`config.mk`:
```
export PLATFORM = sky130hd
export DESIGN_NAME = big_bomb_scanner
export DESIGN_NICKNAME = d
export VERILOG_FILES = /design/src/rtl/big_bomb_scanner.sv
export SDC_FILE = /design/constraint.sdc
export NUM_CORES = 1
export LEC_CHECK = 0
export ABC_AREA = 1
export CORE_MARGIN = 2
export CORE_UTILIZATION = 30
export DETAILED_ROUTE_END_ITERATION = 10
export GPL_TIMING_DRIVEN = 0
export PLACE_DENSITY = 0.63
export SLEW_MARGIN = 20
export SYNTH_ARGS = -nofsm -noshare
export SYNTH_HDL_FRONTEND = slang
export SYNTH_SLANG_ARGS = --single-unit
export TNS_END_PERCENT = 1
```
`constraint.sdc`:
```
create_clock -name clock -period 7.4 [get_ports clock]
set_input_delay 2.22 -clock clock [delete_from_list [all_inputs] [get_ports clock]]
set_output_delay 2.22 -clock clock [all_outputs]
set_load 0.02 [all_outputs]
```
`src/rtl/big_bomb_scanner.sv`:
```
// Big-bomb scanner: walks the 3x3 neighbourhood of a target cell in raster order S0..S8 and
// reduces the board values to the largest ship size and a hit count. Optional hit_mask: BIG_BOMB_HITMASK_EN.
module big_bomb_scanner #(
  parameter int ROWS   = 10,
  parameter int COLS   = 10,
  parameter int CELL_W = 5
) (
  input  logic              clock,
  input  logic              reset,
  input  logic              start,
  input  logic [3:0]        row,
  input  logic [3:0]        col,
  output logic              ready,
  output logic              rd_en,
  output logic [3:0]        rd_row,
  output logic [3:0]        rd_col,
  input  logic [CELL_W-1:0] rd_data,
  output logic              done,
  output logic [CELL_W-1:0] biggest,
  output logic [3:0]        hit_count,
`ifdef BIG_BOMB_HITMASK_EN
  output logic [8:0]        hit_mask,
`endif
  output logic [1:0]        fsm_state
);

  // Handshake: a scan is accepted on a clock edge where start=1 and ready=1; start at any
  // other time is dropped. done is a one-cycle pulse; results hold until the next accept.

  typedef enum logic [1:0] {IDLE, ISSUE, DRAIN, DONE} state_t;

  localparam logic signed [4:0] ROWS_S = 5'(ROWS);
  localparam logic signed [4:0] COLS_S = 5'(COLS);

  state_t            state, state_nx;
  logic [3:0]        slot;
  logic [3:0]        row_q, col_q;
  logic              cap_pend;
  logic signed [4:0] dr, dc, cell_r, cell_c;
  logic              in_bounds;
`ifdef BIG_BOMB_HITMASK_EN
  logic [3:0]        cap_slot;
`endif

  assign fsm_state = state;

  // Slot k maps to offset (k/3-1, k%3-1); cell arithmetic is signed so edge targets fall out of bounds.
  always_comb begin
    dr = 5'sd0;
    dc = 5'sd0;
    case (slot)
      4'd0, 4'd1, 4'd2: dr = -5'sd1;
      4'd6, 4'd7, 4'd8: dr = 5'sd1;
      default:          dr = 5'sd0;
    endcase
    case (slot)
      4'd0, 4'd3, 4'd6: dc = -5'sd1;
      4'd2, 4'd5, 4'd8: dc = 5'sd1;
      default:          dc = 5'sd0;
    endcase
    cell_r    = $signed({1'b0, row_q}) + dr;
    cell_c    = $signed({1'b0, col_q}) + dc;
    in_bounds = (cell_r >= 5'sd0) && (cell_r < ROWS_S) &&
                (cell_c >= 5'sd0) && (cell_c < COLS_S);
  end

  always_comb begin
    state_nx = state;
    ready    = 1'b0;
    done     = 1'b0;
    rd_en    = 1'b0;
    rd_row   = 4'd0;
    rd_col   = 4'd0;
    case (state)
      IDLE: begin
        ready = 1'b1;
        if (start) state_nx = ISSUE;
      end
      ISSUE: begin
        if (in_bounds) begin
          rd_en  = 1'b1;
          rd_row = cell_r[3:0];
          rd_col = cell_c[3:0];
        end
        if (slot == 4'd8) state_nx = DRAIN;
      end
      DRAIN: state_nx = DONE;
      DONE: begin
        done     = 1'b1;
        state_nx = IDLE;
      end
      default: state_nx = IDLE;
    endcase
  end

  always_ff @(posedge clock) begin
    if (reset) begin
      state     <= IDLE;
      slot      <= 4'd0;
      row_q     <= 4'd0;
      col_q     <= 4'd0;
      cap_pend  <= 1'b0;
      biggest   <= '0;
      hit_count <= 4'd0;
`ifdef BIG_BOMB_HITMASK_EN
      cap_slot  <= 4'd0;
      hit_mask  <= 9'd0;
`endif
    end else begin
      state    <= state_nx;
      cap_pend <= rd_en;
`ifdef BIG_BOMB_HITMASK_EN
      cap_slot <= slot;
`endif
      if (state == IDLE && start) begin
        row_q     <= row;
        col_q     <= col;
        slot      <= 4'd0;
        biggest   <= '0;
        hit_count <= 4'd0;
`ifdef BIG_BOMB_HITMASK_EN
        hit_mask  <= 9'd0;
`endif
      end else if (state == ISSUE) begin
        slot <= slot + 4'd1;
      end
      // Strict compare keeps the earlier value on ties.
      if (cap_pend && rd_data != '0) begin
        if (rd_data > biggest) biggest <= rd_data;
        hit_count <= hit_count + 4'd1;
`ifdef BIG_BOMB_HITMASK_EN
        hit_mask[cap_slot] <= 1'b1;
`endif
      end
    end
  end

endmodule
```
==> qor.csv <==
metric,value,unit
yosys-top-cells-area,"dfxtp_1, ha_1, nand2_1",
whs,0.499,ns
area_growth,31.3,%
path_clk_slew,0.09,ns
cp_data_required_time,5.18,ns
vias,1572,
cts-root-buf,clkbuf_8,
overflow,0,
cts_hold_buf,0,
ant_nets,0,
slew_violations,0,
std_cell_rows,27,
syn_area,1700,um2
dieHeight,79.2,um
pwr_density_cell,275,nW/um2
portBuffers,37,
post_cts_resized,0,
grt_pass1_vias,1407,
rsz0062_at_grt,no,
ys.flop_type,dfxtp_1,
yosys.area.top_type,dfxtp_1,
cp_num_buf_inv,3,
m1WireLength,1.78,mm
async_flop_share,0,
cp-start-kind,flop,
finalWeightedCongestion,0.814,
grt_util_all_layers,0.116,
finalHoldViolations,0,
cts-buffers-inserted,3,
finalCritPeriodShare,0.787,
power.leakage,1.04,nW
grt_pass1_wl,5.94,mm
status,completed,
clock.fmax,0.172,GHz
cts.path.max_buffers,2,
dr.max_layer_used,met4,
nFillCells,589,
avgSynthCellArea,7.02,um2
cts_setup_buffers,0,
syn_nets,282,
cts_sinks,24,
nets,324,
critPathTopFamily,adder cells,
synth_edf_count,0,
wire_per_inst,9.89,um
yosysSeqAreaShare,0.283,
syn_inst,242,
yosysMostFrequentCell,nand2_1,
start_util,0.310,
tightest_slew,0.379,ns
synth_warnings,0,
cts_tree,built,
ir_drop,0.0949,mV
antenna_found_initial,0,
antenna_cells,0,
timing.setup.tns,0,ns
cp_cell_sequence,inv_1 > ha_1 > o21ai_2 > nand2_2 > a21oi_1 > nand3_1 > ha_1 > fa_1 > xnor2_1 > nand2_1 > nand3_1 > nand2_1 > inv_2 > nand2_4 > nor2_2 > clkdlybuf4s50_1,
wl_met3,115,um
num_io_pins,38,
core-area,5470,um2
synth_cell_types,27,
synthTopCellsByCount,"nand2_1, nor2_1, inv_1",
post-route-min-period,5.83,ns
synth.top_cell.area_share,0.283,
drtIter0Drc,40,
maxSlewHeadroom,0.747,
die_area,6280,um2
drc_errors,0,
drive_above_1_share,0.0954,
die_w,79.2,um
critPathMaxFanout,10,
hold_class,flop to flop,
wl_met2,1.57,mm
routed_wl,3.51,mm
grt_max_degree,15,
cp_slowest_stage_delay,0.61,ns
worstSetupPathType,flop to output pin,
htree_num_levels,1,
clock_latency,0.27,ns
skew,0.00771,ns
ys_ff_latch,24,
crit_path_end_kind,output pin,
vias_per_cell,4.43,
maxCapViolCount,0,
drt_pass1_iterations,4,
cpMaxStageDelayCell,clkdlybuf4s50_1,
hpwlAfterDp,2.86,mm
finalSetupViolations,0,
worstPathArrival,3.61,ns
## flip-flops by register name, summed over array words and instances, names as in the netlist
signal,flops
hit_count,4
fsm_state,2
biggest,5
row_q,4
slot,4
col_q,4
cap_pend,1
## through the flow
stage	util	total power, mW	setup WS (ns)	instance area [um2]	cells
floorplan	-	0.421	2.64	1700	242
global placement	0.394	0.497	1.82	2160	351
detailed placement	0.394	0.501	1.83	2160	351
CTS	0.407	0.619	1.52	2230	355
global route	0.407	0.671	1.30	2230	355
finish	0.407	0.613	1.57	2230	355
## worst reg2reg max path, delay by kind of cell (launching register included)
| kind | cells | cell delay, ns |
|---|---|---|
| AND/OR/NAND/NOR | 7 | 0.69 |
| flip-flops | 1 | 0.40 |
| XOR/XNOR | 1 | 0.24 |
| adder cells (fa/ha/maj) | 3 | 0.87 |
| buffers and inverters | 2 | 0.16 |
| AO/OA/AOI/OAI | 2 | 0.34 |
## cells in the final DEF (no fill, tap or decap), drive strengths merged
cell type	netlist	final
nand2	51	51
clkbuf	2	5
nor3b	1	1
nor3	3	3
ha	22	22
buf	1	1
a31oi	1	1
inv	34	34
nor2	44	44
dfxtp	24	24
fa	2	2
bufinv	0	1
mux2i	1	1
o21ai	15	15
nor4	1	1
clkdlybuf4s50	0	37
xnor2	2	2
a21oi	15	15
nand4	1	1
nand3	18	18
nand3b	2	2
xor2	2	2
## logic make-up (layout without fill, tap and decap cells)
family,count (synthesis),in the layout,share of synthesized area
DFF,24,24,0.283
and+or+nand+nor,121,121,0.328
adders and majority gates,24,24,0.186
muxes,1,1,0.00590
xor gates and xnor gates,4,4,0.0206
buffers and inverters,37,78,0.0825
AOI/OAI and AO/OA,31,31,0.0943
## where the power goes
group	internal [mW]	switching [mW]
clock network	0.0724	0.0446
registers	0.148	0.0148
logic	0.132	0.201
total	0.353	0.261
## final cells by class
type,instances,area (um2),area share
flip-flops and latches,24,480,0.215
well taps,72,90.1,0.0404
repair buffers,37,370,0.166
multi-input cells,181,1080,0.483
clock inverters,1,30.0,0.0135
plain buffers,3,12.5,0.00561
clock buffers,3,41.3,0.0185
inverters,34,128,0.0572
## layer usage
layer	global-route usage	up-vias
li1	-	855
met1	0.153	684
met2	0.191	28
met3	0.0182	5
met4	0.0414	0
met5	0	-
## path summary, 6_finish.rpt
kind                  from         to  slack (ns)  depth (start not counted)
setup reg to reg   slot[1]   cap_pend        4.67                         15
hold / removal    col_q[3]   col_q[3]        0.50                          2
setup / recovery   slot[1]  rd_row[0]        1.57                         16
hold reg to reg   col_q[3]   col_q[3]        0.50                          2
Power figures use the tool's default switching activity.
